===== src/rtl/vuvmu_ctrl_vec_cmd_dispatch_pkg.sv =====
`default_nettype none
// +-----------------------------------------------------------------------+
// | vuvmu_pkg : shared widths, command field layout and dispatch states   |
// | Rev 1.0                                                               |
// +-----------------------------------------------------------------------+
package vuvmu_pkg;

   localparam int VLEN_SZ_DEF   = 11;
   localparam int IMM_SZ_DEF    = 32;
   localparam int STRIDE_SZ_DEF = 32;

   // type field = {fp, signext, size[1:0]}
   localparam int TYPE_SZ          = 4;
   localparam int TYPE_FP_BIT      = 3;
   localparam int TYPE_SIGNEXT_BIT = 2;
   localparam int TYPE_SIZE_LSB    = 0;

   localparam int CNT_W = 3;

   typedef enum logic [1:0] {
      ST_IDLE     = 2'd0,
      ST_WAIT_DIR = 2'd1,
      ST_ISSUE    = 2'd2
   } state_e;

   // Command layout, LSB first: vlen, imm, stride, type, is_store
   function automatic int imm_lsb(input int vlen_sz);
      return vlen_sz;
   endfunction

   function automatic int stride_lsb(input int vlen_sz, input int imm_sz);
      return vlen_sz + imm_sz;
   endfunction

   function automatic int type_lsb(input int vlen_sz, input int imm_sz, input int stride_sz);
      return vlen_sz + imm_sz + stride_sz;
   endfunction

   function automatic int cmd_sz(input int vlen_sz, input int imm_sz, input int stride_sz);
      return 1 + TYPE_SZ + stride_sz + imm_sz + vlen_sz;
   endfunction

endpackage
`default_nettype wire


===== src/rtl/vuvmu_ctrl_vec_cmd_dispatch_if.sv =====
`default_nettype none
// +-----------------------------------------------------------------------+
// | vuvmu_ctrl_vec_cmd_dispatch_if : command in, ld/wb/st issue out       |
// | Rev 1.0                                                               |
// +-----------------------------------------------------------------------+
interface vuvmu_ctrl_vec_cmd_dispatch_if
   import vuvmu_pkg::*;
#(
   parameter int VLEN_SZ   = VLEN_SZ_DEF,
   parameter int IMM_SZ    = IMM_SZ_DEF,
   parameter int STRIDE_SZ = STRIDE_SZ_DEF
);
   localparam int CMD_SZ = cmd_sz(VLEN_SZ, IMM_SZ, STRIDE_SZ);
   localparam int WB_SZ  = CMD_SZ - 1;

   logic [CMD_SZ-1:0] vmcmd_deq_bits;
   logic              vmcmd_deq_val;
   logic              vmcmd_deq_rdy;

   logic [WB_SZ-1:0]  issue_ld_bits;
   logic              issue_ld_val;
   logic              issue_ld_rdy;

   logic [WB_SZ-1:0]  wbcmd_enq_bits;
   logic              wbcmd_enq_val;
   logic              wbcmd_enq_rdy;

   logic [WB_SZ-1:0]  issue_st_bits;
   logic              issue_st_val;
   logic              issue_st_rdy;

   modport master (
      input  vmcmd_deq_bits, vmcmd_deq_val,
      output vmcmd_deq_rdy,
      output issue_ld_bits, issue_ld_val,
      input  issue_ld_rdy,
      output wbcmd_enq_bits, wbcmd_enq_val,
      input  wbcmd_enq_rdy,
      output issue_st_bits, issue_st_val,
      input  issue_st_rdy
   );

   modport slave (
      output vmcmd_deq_bits, vmcmd_deq_val,
      input  vmcmd_deq_rdy,
      input  issue_ld_bits, issue_ld_val,
      output issue_ld_rdy,
      input  wbcmd_enq_bits, wbcmd_enq_val,
      output wbcmd_enq_rdy,
      input  issue_st_bits, issue_st_val,
      output issue_st_rdy
   );

endinterface
`default_nettype wire


===== src/rtl/vuvmu_ctrl_vec_cmd_dispatch_credit.sv =====
`default_nettype none
// +-----------------------------------------------------------------------+
// | vuvmu_credit_counter : in-flight vector count, saturating at zero     |
// | Rev 1.0                                                               |
// +-----------------------------------------------------------------------+
module vuvmu_credit_counter
   import vuvmu_pkg::*;
#(
   parameter int MAX = 2
) (
   input  wire logic             clk,
   input  wire logic             reset,
   input  wire logic             inc,
   input  wire logic             dec,
   output logic [CNT_W-1:0]      count,
   output logic                  at_max,
   output logic                  zero,
   output logic                  underflow
);

   logic [CNT_W-1:0] count_reg;

   always_ff @(posedge clk) begin
      if (reset) begin
         count_reg <= '0;
      end else if (inc && !dec) begin
         count_reg <= count_reg + 1'b1;
      end else if (dec && !inc && (count_reg != '0)) begin
         count_reg <= count_reg - 1'b1;
      end
   end

   assign count     = count_reg;
   assign zero      = (count_reg == '0);
   assign at_max    = (count_reg >= CNT_W'(MAX));
   assign underflow = dec && !inc && zero;

endmodule
`default_nettype wire


===== src/rtl/vuvmu_ctrl_vec_cmd_dispatch.sv =====
`default_nettype none
// +-----------------------------------------------------------------------+
// | vuvmu_ctrl_vec_cmd_dispatch : forks loads to ld/wb, routes stores,    |
// | orders ld/st directions with credit counters.   Rev 1.0               |
// +-----------------------------------------------------------------------+
module vuvmu_ctrl_vec_cmd_dispatch
   import vuvmu_pkg::*;
#(
   parameter int VLEN_SZ         = VLEN_SZ_DEF,
   parameter int IMM_SZ          = IMM_SZ_DEF,
   parameter int STRIDE_SZ       = STRIDE_SZ_DEF,
   parameter int MAX_LD_INFLIGHT = 2,
   parameter int MAX_ST_INFLIGHT = 2
) (
   input  wire logic                       clk,
   input  wire logic                       reset,
   vuvmu_ctrl_vec_cmd_dispatch_if.master   cmd_bus,
   input  wire logic                       vec_ld_done,
   input  wire logic                       vec_st_done,
   output logic [CNT_W-1:0]                ld_inflight,
   output logic [CNT_W-1:0]                st_inflight,
   output logic                            busy,
   output logic                            err_underflow
);

   localparam int CMD_SZ = cmd_sz(VLEN_SZ, IMM_SZ, STRIDE_SZ);
   localparam int WB_SZ  = CMD_SZ - 1;

   state_e            state;
   state_e            next_state;
   logic [CMD_SZ-1:0] cmd_reg;
   logic              sent_ld;
   logic              sent_wb;

   logic is_store;
   logic dir_ok;
   logic deq_fire;
   logic ld_fire;
   logic wb_fire;
   logic ld_val;
   logic wb_val;
   logic st_val;
   logic ld_inc;
   logic st_inc;
   logic ld_at_max, ld_zero, ld_uf;
   logic st_at_max, st_zero, st_uf;

   assign is_store = cmd_reg[CMD_SZ-1];
   assign deq_fire = cmd_bus.vmcmd_deq_val && cmd_bus.vmcmd_deq_rdy;
   assign ld_fire  = ld_val && cmd_bus.issue_ld_rdy;
   assign wb_fire  = wb_val && cmd_bus.wbcmd_enq_rdy;

   // A direction may only proceed once the opposite direction has fully drained
   assign dir_ok = is_store ? (ld_zero && !st_at_max)
                            : (st_zero && !ld_at_max);

   always_comb begin
      next_state = state;
      ld_val     = 1'b0;
      wb_val     = 1'b0;
      st_val     = 1'b0;
      ld_inc     = 1'b0;
      st_inc     = 1'b0;
      unique case (state)
         ST_IDLE: begin
            if (cmd_bus.vmcmd_deq_val) next_state = ST_WAIT_DIR;
         end
         ST_WAIT_DIR: begin
            if (dir_ok) next_state = ST_ISSUE;
         end
         ST_ISSUE: begin
            if (is_store) begin
               st_val = 1'b1;
               if (cmd_bus.issue_st_rdy) begin
                  st_inc     = 1'b1;
                  next_state = ST_IDLE;
               end
            end else begin
               ld_val = !sent_ld;
               wb_val = !sent_wb;
               // Each half completes once, either earlier or on this edge
               if ((sent_ld || cmd_bus.issue_ld_rdy) && (sent_wb || cmd_bus.wbcmd_enq_rdy)) begin
                  ld_inc     = 1'b1;
                  next_state = ST_IDLE;
               end
            end
         end
         default: next_state = ST_IDLE;
      endcase
   end

   always_ff @(posedge clk) begin
      if (reset) begin
         state         <= ST_IDLE;
         cmd_reg       <= '0;
         sent_ld       <= 1'b0;
         sent_wb       <= 1'b0;
         err_underflow <= 1'b0;
      end else begin
         state <= next_state;
         if (deq_fire) begin
            cmd_reg <= cmd_bus.vmcmd_deq_bits;
            sent_ld <= 1'b0;
            sent_wb <= 1'b0;
         end else begin
            if (ld_fire) sent_ld <= 1'b1;
            if (wb_fire) sent_wb <= 1'b1;
         end
         if (ld_uf || st_uf) err_underflow <= 1'b1;
      end
   end

   vuvmu_credit_counter #(.MAX(MAX_LD_INFLIGHT)) u_ld_credit (
      .clk       (clk),
      .reset     (reset),
      .inc       (ld_inc),
      .dec       (vec_ld_done),
      .count     (ld_inflight),
      .at_max    (ld_at_max),
      .zero      (ld_zero),
      .underflow (ld_uf)
   );

   vuvmu_credit_counter #(.MAX(MAX_ST_INFLIGHT)) u_st_credit (
      .clk       (clk),
      .reset     (reset),
      .inc       (st_inc),
      .dec       (vec_st_done),
      .count     (st_inflight),
      .at_max    (st_at_max),
      .zero      (st_zero),
      .underflow (st_uf)
   );

   assign cmd_bus.vmcmd_deq_rdy  = (state == ST_IDLE) && !reset;
   assign cmd_bus.issue_ld_bits  = cmd_reg[WB_SZ-1:0];
   assign cmd_bus.wbcmd_enq_bits = cmd_reg[WB_SZ-1:0];
   assign cmd_bus.issue_st_bits  = cmd_reg[WB_SZ-1:0];
   assign cmd_bus.issue_ld_val   = ld_val;
   assign cmd_bus.wbcmd_enq_val  = wb_val;
   assign cmd_bus.issue_st_val   = st_val;

   assign busy = (state != ST_IDLE) || !ld_zero || !st_zero;

endmodule
`default_nettype wire


===== src/flat_wrapper.sv =====
// flat-port wrapper written by rule: the top's interface ports become plain ports
module vuvmu_ctrl_vec_cmd_dispatch_flat import vuvmu_pkg::*;
#(
   parameter int VLEN_SZ         = VLEN_SZ_DEF,
   parameter int IMM_SZ          = IMM_SZ_DEF,
   parameter int STRIDE_SZ       = STRIDE_SZ_DEF,
   parameter int MAX_LD_INFLIGHT = 2,
   parameter int MAX_ST_INFLIGHT = 2
)
  (clk, reset, vec_ld_done, vec_st_done, ld_inflight, st_inflight, busy, err_underflow, cmd_bus_vmcmd_deq_bits, cmd_bus_vmcmd_deq_val, cmd_bus_vmcmd_deq_rdy, cmd_bus_issue_ld_bits, cmd_bus_issue_ld_val, cmd_bus_issue_ld_rdy, cmd_bus_wbcmd_enq_bits, cmd_bus_wbcmd_enq_val, cmd_bus_wbcmd_enq_rdy, cmd_bus_issue_st_bits, cmd_bus_issue_st_val, cmd_bus_issue_st_rdy);
  vuvmu_ctrl_vec_cmd_dispatch_if #(.VLEN_SZ(VLEN_SZ), .IMM_SZ(IMM_SZ), .STRIDE_SZ(STRIDE_SZ)) cmd_bus_i ();
  input  wire logic clk;
  input  wire logic reset;
  input  wire logic vec_ld_done;
  input  wire logic vec_st_done;
  output logic [CNT_W-1:0] ld_inflight;
  output logic [CNT_W-1:0] st_inflight;
  output logic busy;
  output logic err_underflow;
  input wire logic [$bits(cmd_bus_i.vmcmd_deq_bits)-1:0] cmd_bus_vmcmd_deq_bits;
  input wire logic [$bits(cmd_bus_i.vmcmd_deq_val)-1:0] cmd_bus_vmcmd_deq_val;
  output wire logic [$bits(cmd_bus_i.vmcmd_deq_rdy)-1:0] cmd_bus_vmcmd_deq_rdy;
  output wire logic [$bits(cmd_bus_i.issue_ld_bits)-1:0] cmd_bus_issue_ld_bits;
  output wire logic [$bits(cmd_bus_i.issue_ld_val)-1:0] cmd_bus_issue_ld_val;
  input wire logic [$bits(cmd_bus_i.issue_ld_rdy)-1:0] cmd_bus_issue_ld_rdy;
  output wire logic [$bits(cmd_bus_i.wbcmd_enq_bits)-1:0] cmd_bus_wbcmd_enq_bits;
  output wire logic [$bits(cmd_bus_i.wbcmd_enq_val)-1:0] cmd_bus_wbcmd_enq_val;
  input wire logic [$bits(cmd_bus_i.wbcmd_enq_rdy)-1:0] cmd_bus_wbcmd_enq_rdy;
  output wire logic [$bits(cmd_bus_i.issue_st_bits)-1:0] cmd_bus_issue_st_bits;
  output wire logic [$bits(cmd_bus_i.issue_st_val)-1:0] cmd_bus_issue_st_val;
  input wire logic [$bits(cmd_bus_i.issue_st_rdy)-1:0] cmd_bus_issue_st_rdy;
  assign cmd_bus_i.vmcmd_deq_bits = cmd_bus_vmcmd_deq_bits;
  assign cmd_bus_i.vmcmd_deq_val = cmd_bus_vmcmd_deq_val;
  assign cmd_bus_vmcmd_deq_rdy = cmd_bus_i.vmcmd_deq_rdy;
  assign cmd_bus_issue_ld_bits = cmd_bus_i.issue_ld_bits;
  assign cmd_bus_issue_ld_val = cmd_bus_i.issue_ld_val;
  assign cmd_bus_i.issue_ld_rdy = cmd_bus_issue_ld_rdy;
  assign cmd_bus_wbcmd_enq_bits = cmd_bus_i.wbcmd_enq_bits;
  assign cmd_bus_wbcmd_enq_val = cmd_bus_i.wbcmd_enq_val;
  assign cmd_bus_i.wbcmd_enq_rdy = cmd_bus_wbcmd_enq_rdy;
  assign cmd_bus_issue_st_bits = cmd_bus_i.issue_st_bits;
  assign cmd_bus_issue_st_val = cmd_bus_i.issue_st_val;
  assign cmd_bus_i.issue_st_rdy = cmd_bus_issue_st_rdy;
  vuvmu_ctrl_vec_cmd_dispatch #(.VLEN_SZ(VLEN_SZ), .IMM_SZ(IMM_SZ), .STRIDE_SZ(STRIDE_SZ), .MAX_LD_INFLIGHT(MAX_LD_INFLIGHT), .MAX_ST_INFLIGHT(MAX_ST_INFLIGHT)) u_core (.clk(clk), .reset(reset), .cmd_bus(cmd_bus_i), .vec_ld_done(vec_ld_done), .vec_st_done(vec_st_done), .ld_inflight(ld_inflight), .st_inflight(st_inflight), .busy(busy), .err_underflow(err_underflow));
endmodule

===== config.mk =====
export PLATFORM = sky130hd
export DESIGN_NAME = vuvmu_ctrl_vec_cmd_dispatch_flat
export DESIGN_NICKNAME = d
export VERILOG_FILES = /design/src/rtl/vuvmu_ctrl_vec_cmd_dispatch_pkg.sv /design/src/rtl/vuvmu_ctrl_vec_cmd_dispatch_if.sv /design/src/rtl/vuvmu_ctrl_vec_cmd_dispatch_credit.sv /design/src/rtl/vuvmu_ctrl_vec_cmd_dispatch.sv /design/src/flat_wrapper.sv
export SDC_FILE = /design/constraint.sdc
export NUM_CORES = 1
export LEC_CHECK = 0
export ABC_AREA = 1
export CORE_ASPECT_RATIO = 0.6
export CORE_MARGIN = 1
export CORE_UTILIZATION = 34
export CTS_CLUSTER_DIAMETER = 50
export CTS_CLUSTER_SIZE = 24
export DETAILED_ROUTE_END_ITERATION = 6
export GPL_ROUTABILITY_DRIVEN = 0
export PLACE_DENSITY = 0.78
export SYNTH_ARGS = -nofsm -noshare
export SYNTH_HDL_FRONTEND = slang
export SYNTH_SLANG_ARGS = --single-unit

===== constraint.sdc =====
create_clock -name clk -period 1.5 [get_ports clk]
set_input_delay 0.3 -clock clk [delete_from_list [all_inputs] [get_ports clk]]
set_output_delay 0.3 -clock clk [all_outputs]
set_load 0.01 [all_outputs]

==> impl_metrics.py, run 1 <==
metrics = {
    "cells_and_area": {
        "fin_nets": 905,
        "largest_register_ff_count": 80,
        "stdcell_count": 1022,
        "drive_gt1_share_pct": 13.19,
        "syn2layout_area_growth_pct": 39.60,
        "multi_input_area_um2": 1551,
        "diodes": 0,
        "regArea_um2": 1856,
        "n_fill_cell": 1568,
    },
    "setup_path": {
        "critPathLaunch": "u_core.state[0]$_SDFFE_PP0P_",
        "r2r-end": "u_core.u_ld_credit.count[2]$_SDFFE_PP0P_",
        "setup.worst_path.end_class": "flip-flop",
        "criticalPathCategory": "flip-flop to flip-flop",
        "crit_fanout": 4,
        "cp_data_arrival_time_ns": 1.87,
        "path_cells": "nor2_4, nand2_4, nor2_4, nand2_4, fa_2, inv_2, nand4_1, a21oi_1, nor2_1",
        "crit_end": "u_core.u_ld_credit.count[2]$_SDFFE_PP0P_",
        "cp_slowest_cell": "dfxtp_4",
        "rrSetupSlack_ns": -0.15,
        "cp_slowest_stage_delay_ns": 0.37,
        "cp-start-kind": "flip-flop",
        "reg2reg_depth": 9,
        "required_ns": 1.72,
        "rr_startpoint": "u_core.state[0]$_SDFFE_PP0P_",
    },
    "sta": {
        "rsz0062_at_grt": "true",
        "fin_worst_skew_ns": 0.006189,
        "worstMarginPinSlew_ns": 0.2486,
        "setup_viol": 5,
        "slew_headroom_pct": 83.33,
        "tns_ns": -0.4403,
        "min_period_over_period_pct": 110.0,
        "max_freq_mhz": 606.1,
        "hold_viol_final": 0,
        "setup_slack_ns": -0.1499,
        "holdWs_ns": 0.2986,
        "drv_slew": 0,
        "period_needed_ns": 1.650,
    },
    "detailed_routing": {
        "post_drt_wl_per_cell_um": 14.49,
        "ant_nets": 0,
        "drc": 0,
        "via_per_inst": 4.464,
        "drt-pass1-iter-count": 5,
        "vias": 4562,
        "wirelength_mm": 14.80,
        "first_iter_violations": 226,
    },
    "clocking": {
        "cts_hold_buffers": 0,
        "root_buffer": "clkbuf_16",
        "cts.clk_slew.worst_paths_ns": 0.07,
        "cts_tree": "yes",
        "cts_sinks": 91,
        "h-tree-depth": 3,
        "worstSkewPairLatency_ns": 0.33,
        "numCtsBuffers": 9,
        "clockBufferDepth": 2,
    },
    "die": {
        "start_util_pct": 35.05,
        "coreArea_um2": 15410,
        "rows": 35,
        "die-area_um2": 16420,
        "io_pins": 337,
        "dieWidth_um": 164.7,
        "die-height_um": 99.65,
    },
    "global_routing": {
        "grt_use_total_pct": 16.88,
        "grt_use_met3_pct": 4.003,
        "grt_busiest_layer": "met2",
        "grt_first_pass_wirelength_mm": 21.82,
        "gr-usage-met2_pct": 30.61,
        "antenna_found_initial": 0,
        "use_met1_pct": 20.56,
        "grt-ovfl-total": 0,
        "first_global_vias": 4160,
        "grt_max_degree": 50,
    },
    "yosys": {
        "yosysSeqAreaShare_pct": 33.72,
        "syn_inst": 695,
        "yosys_warnings": 0,
        "syn_nets": 785,
        "syn_avg_cell_area_um2": 7.774,
        "synth_seq_cells": 91,
        "synth_cell_types": 23,
        "netlist_area_um2": 5403,
    },
    "run_status": {
        "status": "finished, violations left",
        "violations": "setup timing",
    },
    "pwr": {
        "p_total_w": 0.008837,
        "vdd_drop_max_uv": 630.9,
        "power.density_nw_per_um2": 1172,
        "leakage_nw": 4.239,
    },
    "hold_path": {
        "hold_depth": 3,
        "min_path_type": "primary input to flip-flop",
    },
    "placement": {
        "hpwl_mm": 11.09,
        "io_buffers": 336,
        "preCtsSetupSlack_ns": -0.5265,
        "place_inst": 1001,
    },
    "job": {
        "maxCapViolCount": 0,
    },
}
## synthesized netlist by cell type
cell,instances,area (um^2)
a21oi_1,3,15.01
buf_6,9,101.4
a211oi_1,2,15.01
buf_2,6,30.03
nor2_2,2,12.51
o21ai_0,5,25.02
fa_1,2,40.04
nand2_8,1,20.02
o22ai_1,1,6.260
buf_1,4,15.01
nor3_1,2,10.01
nand3_1,171,855.8
buf_4,245,1839
nand4_1,5,31.28
a31oi_1,1,6.260
nand2_2,2,12.51
nand2_1,92,345.3
nor2_4,1,11.26
inv_1,22,82.58
nor2_1,19,71.32
clkbuf_1,8,30.03
o21ai_1,1,5.000
dfxtp_1,91,1822
## how the worst min path moves through the flow
stage / start / endpoint / slack [ns]
5_1_grt: cmd_bus_vmcmd_deq_val / u_core.state[0]$_SDFFE_PP0P_ / 0.29
3_3_place_gp: u_core.err_underflow$_SDFFE_PP0P_ / u_core.err_underflow$_SDFFE_PP0P_ / 0.46
2_1_floorplan: reset / u_core.state[1]$_SDFFE_PP0P_ / 0.36
6_report: cmd_bus_vmcmd_deq_val / u_core.state[0]$_SDFFE_PP0P_ / 0.30
3_5_place_dp: u_core.err_underflow$_SDFFE_PP0P_ / u_core.err_underflow$_SDFFE_PP0P_ / 0.47
4_1_cts: cmd_bus_vmcmd_deq_val / u_core.state[0]$_SDFFE_PP0P_ / 0.29
## through the flow
| step | cell area [um^2] | util, % |
|---|---|---|
| after floorplan | 5414 | - |
| after global placement | 7398 | 48.00 |
| after detailed placement | 7398 | 48.00 |
| after CTS | 7452 | 48.34 |
| after global routing | 7542 | 48.93 |
| final | 7542 | 48.93 |
## per-layer routing
layer	vias to the layer above	wire length, um
met3	5	1044
met1	2123	6281
met4	0	38
li1	2245	-
met2	189	7440
met5	-	0
## layout by cell type, fill, tap and decap left out, drive strengths merged
cell type	n
dlygate4sd2	245
nand3	171
nand2	95
dfxtp	91
clkdlybuf4s50	83
buf	49
inv	23
nor2	22
clkbuf	10
o21ai	6
nand4	5
a21oi	3
clkinv	3
a211oi	2
fa	2
dlymetal6s2s	2
nor3	2
o22ai	1
a31oi	1
bufinv	1
clkinvlp	1
clkdlybuf4s15	1
## layout make-up
type                       instances  share of cell area, %
multi-input combinational        310                  20.57
clock inverter                     6                 0.8626
sequential                        91                  24.60
timing repair buffer             381                  46.52
tap                              203                  3.368
inverter                          22                  1.095
clock buffer                       9                  2.986
## where the power goes
group / switching (W) / total (W) / leakage, nW / internal [W]
sequential: 0.000340 / 0.00314 / 0.758 / 0.00280
combinational: 0.00176 / 0.00348 / 3.34 / 0.00172
clock: 0.000937 / 0.00222 / 0.142 / 0.00129
total: 0.00303 / 0.00884 / 4.24 / 0.00580
## worst max-delay path, delay by kind of cell, from the launching register on
kind,cells,cell delay (ns)
and+or+nand+nor,6,0.59
DFF,1,0.37
adders and majority gates,1,0.35
AOI/OAI and AO/OA,1,0.18
buffers and inverters,1,0.05
## cells by family (layout without fill, tap and decap cells)
logic type               after synthesis  count (layout)  share of synthesized area, %
AO/OA/AOI/OAI                         13              13                         1.343
flip-flops                            91              91                         33.72
buffers and inverters                294             418                         38.84
AND/OR/NAND/NOR                      295             295                         25.36
adder cells (fa/ha/maj)                2               2                        0.7411
## timing repair
action / in CTS / in global routing
endpoints found under the setup margin: 259 / 45
resized for setup: 296 / 15
cloned: 0 / 1
buffers inserted: 3 / 2
pin swaps: 12 / 9
No activity file was read; power rests on OpenSTA's default activity.
==> run 2, diff against run 1 <==
- CORE_AREA: default -> 2 2 131 133
- CORE_ASPECT_RATIO: 0.6 -> default
- CORE_MARGIN: 1 -> default
- CORE_UTILIZATION: 34 -> default
- DIE_AREA: default -> 0 0 133 135
- DONT_BUFFER_PORTS: default -> 1
- PLACE_DENSITY: 0.78 -> default
- PLACE_DENSITY_LB_ADDON: default -> 0.25
==> run 2 against run 1 <==
Net effect: the flow still finishes with violations (setup timing); sequential share of layout area rose by 17 points; cell count fell by 33%; count of clock-buffer cells in the layout rose by 3; design area fell by 41%; critical endpoint unchanged; largest power group is now sequential cells.
==> impl_metrics.py, run 2 (synthesis gave the netlist of run 1 again) <==
metrics = {
    "sta": {
        "hold_viol_final": 0,
        "max_freq_mhz": 595.8,
        "setup_slack_ns": -0.1785,
        "holdWs_ns": 0.01435,
        "min_period_over_period_pct": 111.9,
        "fin_worst_skew_ns": 0.006534,
        "period_needed_ns": 1.679,
        "rsz0062_at_grt": "true",
        "slew_headroom_pct": 68.71,
        "worstMarginPinSlew_ns": 0.4693,
        "setup_viol": 6,
        "drv_slew": 0,
    },
    "detailed_routing": {
        "wirelength_mm": 11.54,
        "drt-pass1-iter-count": 6,
        "drc": 0,
        "via_per_inst": 4.683,
        "post_drt_wl_per_cell_um": 16.77,
        "ant_nets": 0,
        "vias": 3222,
        "first_iter_violations": 135,
    },
    "cells_and_area": {
        "final_common_cell": "nand3_1",
        "layout_common_cells": "nand3_1 (168), nand2_1 (91), dfxtp_1 (85), inv_1 (18)",
        "diodes": 0,
        "syn2layout_area_growth_pct": -18.09,
        "largest_register_ff_count": 80,
        "drive_gt1_share_pct": 14.96,
        "fin_nets": 553,
    },
    "global_routing": {
        "grt_use_total_pct": 12.57,
        "first_global_vias": 3239,
        "grt_first_pass_wirelength_mm": 17.60,
        "grt_max_degree": 83,
        "grt-ovfl-total": 0,
        "antenna_found_initial": 0,
    },
    "pwr": {
        "leakage_nw": 1.975,
        "p_comb_share_pct": 21.2,
        "p_switching_w": 0.002745,
        "pwr-share-seq_pct": 47.7,
        "clockPowerShare_pct": 31.1,
        "vdd_drop_max_uv": 556.4,
        "p_total_w": 0.007715,
        "p_sw_share_pct": 35.58,
        "power.density_nw_per_um2": 1743,
        "intPower_w": 0.004970,
    },
    "die": {
        "start_util_pct": 32.93,
        "coreArea_um2": 16410,
        "rows": 47,
        "io_pins": 337,
        "die-height_um": 135,
        "die-area_um2": 17960,
        "dieWidth_um": 133,
    },
    "setup_path": {
        "criticalPathCategory": "flip-flop to flip-flop",
        "rr_startpoint": "u_core.state[1]$_SDFFE_PP0P_",
        "cp-start-kind": "flip-flop",
        "crit_fanout": 4,
        "cp_data_arrival_time_ns": 1.96,
        "critPathLaunch": "u_core.state[1]$_SDFFE_PP0P_",
        "setup.worst_path.end_class": "flip-flop",
        "required_ns": 1.78,
    },
    "hold_path": {
        "min_path_type": "primary input to flip-flop",
        "hp-start": "reset",
    },
    "clocking": {
        "cts_sinks": 91,
        "numCtsBuffers": 9,
        "cts_tree": "yes",
        "clockBufferDepth": 2,
        "h-tree-depth": 3,
        "cts.clk_slew.worst_paths_ns": 0.06,
        "worstSkewPairLatency_ns": 0.35,
        "root_buffer": "clkbuf_16",
    },
    "run_status": {
        "violations": "setup timing",
        "status": "finished, violations left",
    },
    "placement": {
        "hpwl_mm": 7.669,
        "io_buffers": 0,
    },
    "job": {
        "maxCapViolCount": 0,
    },
}
==> run 2: metal layers <==
metal	share of wire (%)	track usage, %
met5	0	0
met4	2.2	6.392
met3	8.3	3.754
met2	49	21.56
met1	40	14.20
==> run 2: final timing paths <==
check / to / slack [ns] / cells after the start
worst max-delay path: u_core.u_ld_credit.count[2]$_SDFFE_PP0P_ / -0.18 / 11
worst min-delay path: u_core.state[0]$_SDFFE_PP0P_ / 0.01 / 1
worst max register to register: u_core.u_ld_credit.count[2]$_SDFFE_PP0P_ / -0.18 / 11
worst min register to register: u_core.sent_ld$_SDFFE_PP0P_ / 0.48 / 2
==> run 2: repair_timing <==
action | CTS | global route
resized for setup | 12 | 16
hold endpoints to repair | 1 | 0
buffers inserted | 3 | 2
setup endpoints to repair | 6 | 91
hold buffers | 1 | 0
pin swaps | 3 | 11
gates cloned | 2 | 1
==> run 2: critical path: stages (launching register included) <==
cell and delay (ns):
dfxtp_4 0.36, inv_2 0.05, nor2_4 0.10, nand2_2 0.09, nor2_4 0.12, nand2_2 0.08
fa_2 0.37, inv_2 0.05, nand4_1 0.13, nand3_1 0.12, nand2_1 0.05, nor2_1 0.10
==> run 2: area by class of cell <==
type | count | area, um^2
clock buffer | 12 | 236.5
clock inverter | 4 | 75.07
fill | 1771 | 11980
inverter | 22 | 82.58
multi-input combinational | 310 | 1556
sequential | 91 | 1834
tap | 220 | 275.3
timing repair buffer | 29 | 365.4
==> run 2: metrics by stage <==
step	setup slack, ns	cells	instance area (um^2)	util (%)	TNS [ns]
global placement	-0.06637	663	3891	23.72	-0.06637
finish	-0.1785	688	4425	26.97	-0.5329
detailed placement	-0.1103	663	3891	23.72	-0.1662
floorplan	-0.03738	695	5414	-	-0.04607
global route	-0.3140	688	4425	26.97	-1.104
CTS	-0.1006	685	4338	26.44	-0.2626
==> run 2: power groups by stage <==
stage / Sequential [W] / Combinational (W) / Clock [W]
finish: 0.00368 / 0.00164 / 0.00240
global route: 0.00376 / 0.00185 / 0.00260
CTS: 0.00368 / 0.00157 / 0.00252
detailed placement: 0.00372 / 0.00134 / 0
global placement: 0.00371 / 0.00129 / 0
floorplan: 0.00316 / 0.00251 / 0
==> run 3, diff against run 2 <==
==> constraint.sdc (replaced) <==
create_clock -name clk -period 1.5 [get_ports clk]
set_input_delay 0.45 -clock clk [delete_from_list [all_inputs] [get_ports clk]]
set_output_delay 0.45 -clock clk [all_outputs]
set_load 0.01 [all_outputs]
==> run 3 against run 2 <==
Net effect: the run still ends with setup timing left; clock skew is 0.0024 ns lower; die area stayed put; cell count up 2.0%; count of clock-buffer cells in the layout unchanged; sequential share of layout area decreased by 1.8 points; largest cell class unchanged; largest power group unchanged.
==> impl_metrics.py, run 3 (synthesis gave the netlist of run 1 again) <==
metrics = {
    "sta": {
        "holdWs_ns": 0.1744,
        "rsz0062_at_grt": "true",
        "max_freq_mhz": 582.7,
        "worstMarginPinSlew_ns": 0.4086,
        "min_period_over_period_pct": 114.4,
        "fin_worst_skew_ns": 0.004152,
        "setup_slack_ns": -0.2162,
        "drv_slew": 0,
        "tns_ns": -0.8967,
        "setup_viol": 8,
        "period_needed_ns": 1.716,
        "hold_viol_final": 0,
        "slew_headroom_pct": 72.72,
    },
    "clocking": {
        "cts_tree": "yes",
        "cts_sinks": 91,
        "cts.clk_slew.worst_paths_ns": 0.06,
        "h-tree-depth": 3,
        "cts_hold_buffers": 0,
        "root_buffer": "clkbuf_16",
        "clockBufferDepth": 2,
        "worstSkewPairLatency_ns": 0.34,
        "numCtsBuffers": 9,
    },
    "cells_and_area": {
        "syn2layout_area_growth_pct": -14.52,
        "final_area_um2": 4618,
        "largest_register_ff_count": 80,
        "layout_common_cells": "nand3_1 (160), nand2_1 (91), dfxtp_1 (86), buf_4 (23), inv_1 (16)",
        "diodes": 0,
        "final_util_pct": 28.15,
        "fin_nets": 567,
        "drive_gt1_share_pct": 19.92,
        "final_common_cell": "nand3_1",
    },
    "detailed_routing": {
        "via_per_inst": 4.745,
        "drt-pass1-iter-count": 4,
        "drc": 0,
        "wirelength_mm": 12.17,
        "vias": 3331,
        "first_iter_violations": 170,
        "ant_nets": 0,
        "post_drt_wl_per_cell_um": 17.34,
    },
    "pwr": {
        "leakage_nw": 2.062,
        "vdd_drop_max_uv": 556.7,
        "p_total_w": 0.007774,
        "power.density_nw_per_um2": 1683,
    },
    "die": {
        "start_util_pct": 32.93,
        "io_pins": 337,
        "coreArea_um2": 16410,
        "die-height_um": 135,
        "die-area_um2": 17960,
        "dieWidth_um": 133,
        "rows": 47,
    },
    "setup_path": {
        "cp-start-kind": "flip-flop",
        "setup.worst_path.end_class": "output port",
        "criticalPathCategory": "flip-flop to output port",
        "path_cells": "buf_4, nor3_4, buf_6, buf_12",
        "cp_slowest_cell": "dfxtp_2",
        "cp_data_arrival_time_ns": 1.27,
        "crit_fanout": 5,
        "required_ns": 1.05,
        "cp_slowest_stage_delay_ns": 0.34,
    },
    "global_routing": {
        "grt-ovfl-total": 0,
        "first_global_vias": 3243,
        "grt_first_pass_wirelength_mm": 17.24,
        "antenna_found_initial": 0,
        "grt_use_total_pct": 12.32,
        "grt_max_degree": 83,
    },
    "run_status": {
        "status": "finished, violations left",
        "violations": "setup timing",
    },
    "hold_path": {
        "min_path_type": "primary input to flip-flop",
    },
    "placement": {
        "place_area_um2": 3961,
        "io_buffers": 0,
        "hpwl_mm": 8.289,
    },
    "job": {
        "maxCapViolCount": 0,
    },
}
## run 3: changes by cell type in the layout (fill, tap and decap cells not counted), moves of 3 or more
cell | before | now
nand3_1 | 168 | 160
buf_4 | 16 | 23
nand3_2 | 3 | 9
buf_6 | 4 | 8
clkbuf_1 | 3 | 0
clkbuf_8 | 0 | 3
## run 3: layout make-up
class                           count  area, um^2
Clock buffer                       12       266.5
Clock inverter                      4       32.53
Fill cell                        1802       11790
Inverter                           22       82.58
Multi-Input combinational cell    311        1638
Sequential cell                    91        1831
Tap cell                          220       275.3
Timing Repair Buffer               42       493.0
## run 3: where the power goes
part	switching (W)	internal, W
Clock	0.000945	0.00127
Sequential	0.000871	0.00279
Combinational	0.00105	0.000851
## run 3: worst paths after layout
check	slack, ns	to	cells after the start	from
min reg2reg	0.48	u_core.sent_ld$_SDFFE_PP0P_	2	u_core.sent_ld$_SDFFE_PP0P_
max	-0.22	cmd_bus_vmcmd_deq_rdy	4	u_core.state[1]$_SDFFE_PP0P_
max reg2reg	-0.17	u_core.u_ld_credit.count[2]$_SDFFE_PP0P_	11	u_core.state[1]$_SDFFE_PP0P_
min	0.17	u_core.state[0]$_SDFFE_PP0P_	1	reset
## run 3: worst max-delay path, delay by kind of cell, from the launching register on
kind,cells,cell delay [ns]
buffers and inverters,3,0.41
DFF,1,0.34
and+or+nand+nor,1,0.18
## run 3: routing by layer
metal  wire (um)  part of all wire [%]  vias up  track usage [%]
li1            -                     -     1575                -
met1        5056                    42     1578            13.81
met2        5943                    49      166            21.10
met3         991                   8.1       12            4.730
met4         182                   1.5        0            4.958
met5           0                     0        -                0
## run 3: through the flow
stage / setup WS (ns) / cells
6_report: -0.2162 / 702
3_5_place_dp: -0.1284 / 670
3_3_place_gp: -0.09395 / 670
4_1_cts: -0.2396 / 693
5_1_grt: -0.2995 / 702
2_1_floorplan: -0.04973 / 695
## run 3: repair_timing
| action | in CTS | in global routing |
|---|---|---|
| buffers inserted | 7 | 4 |
| gates resized for setup | 29 | 17 |
| endpoints found under the setup margin | 7 | 78 |
| pin swaps | 8 | 6 |
| cloned | 0 | 6 |
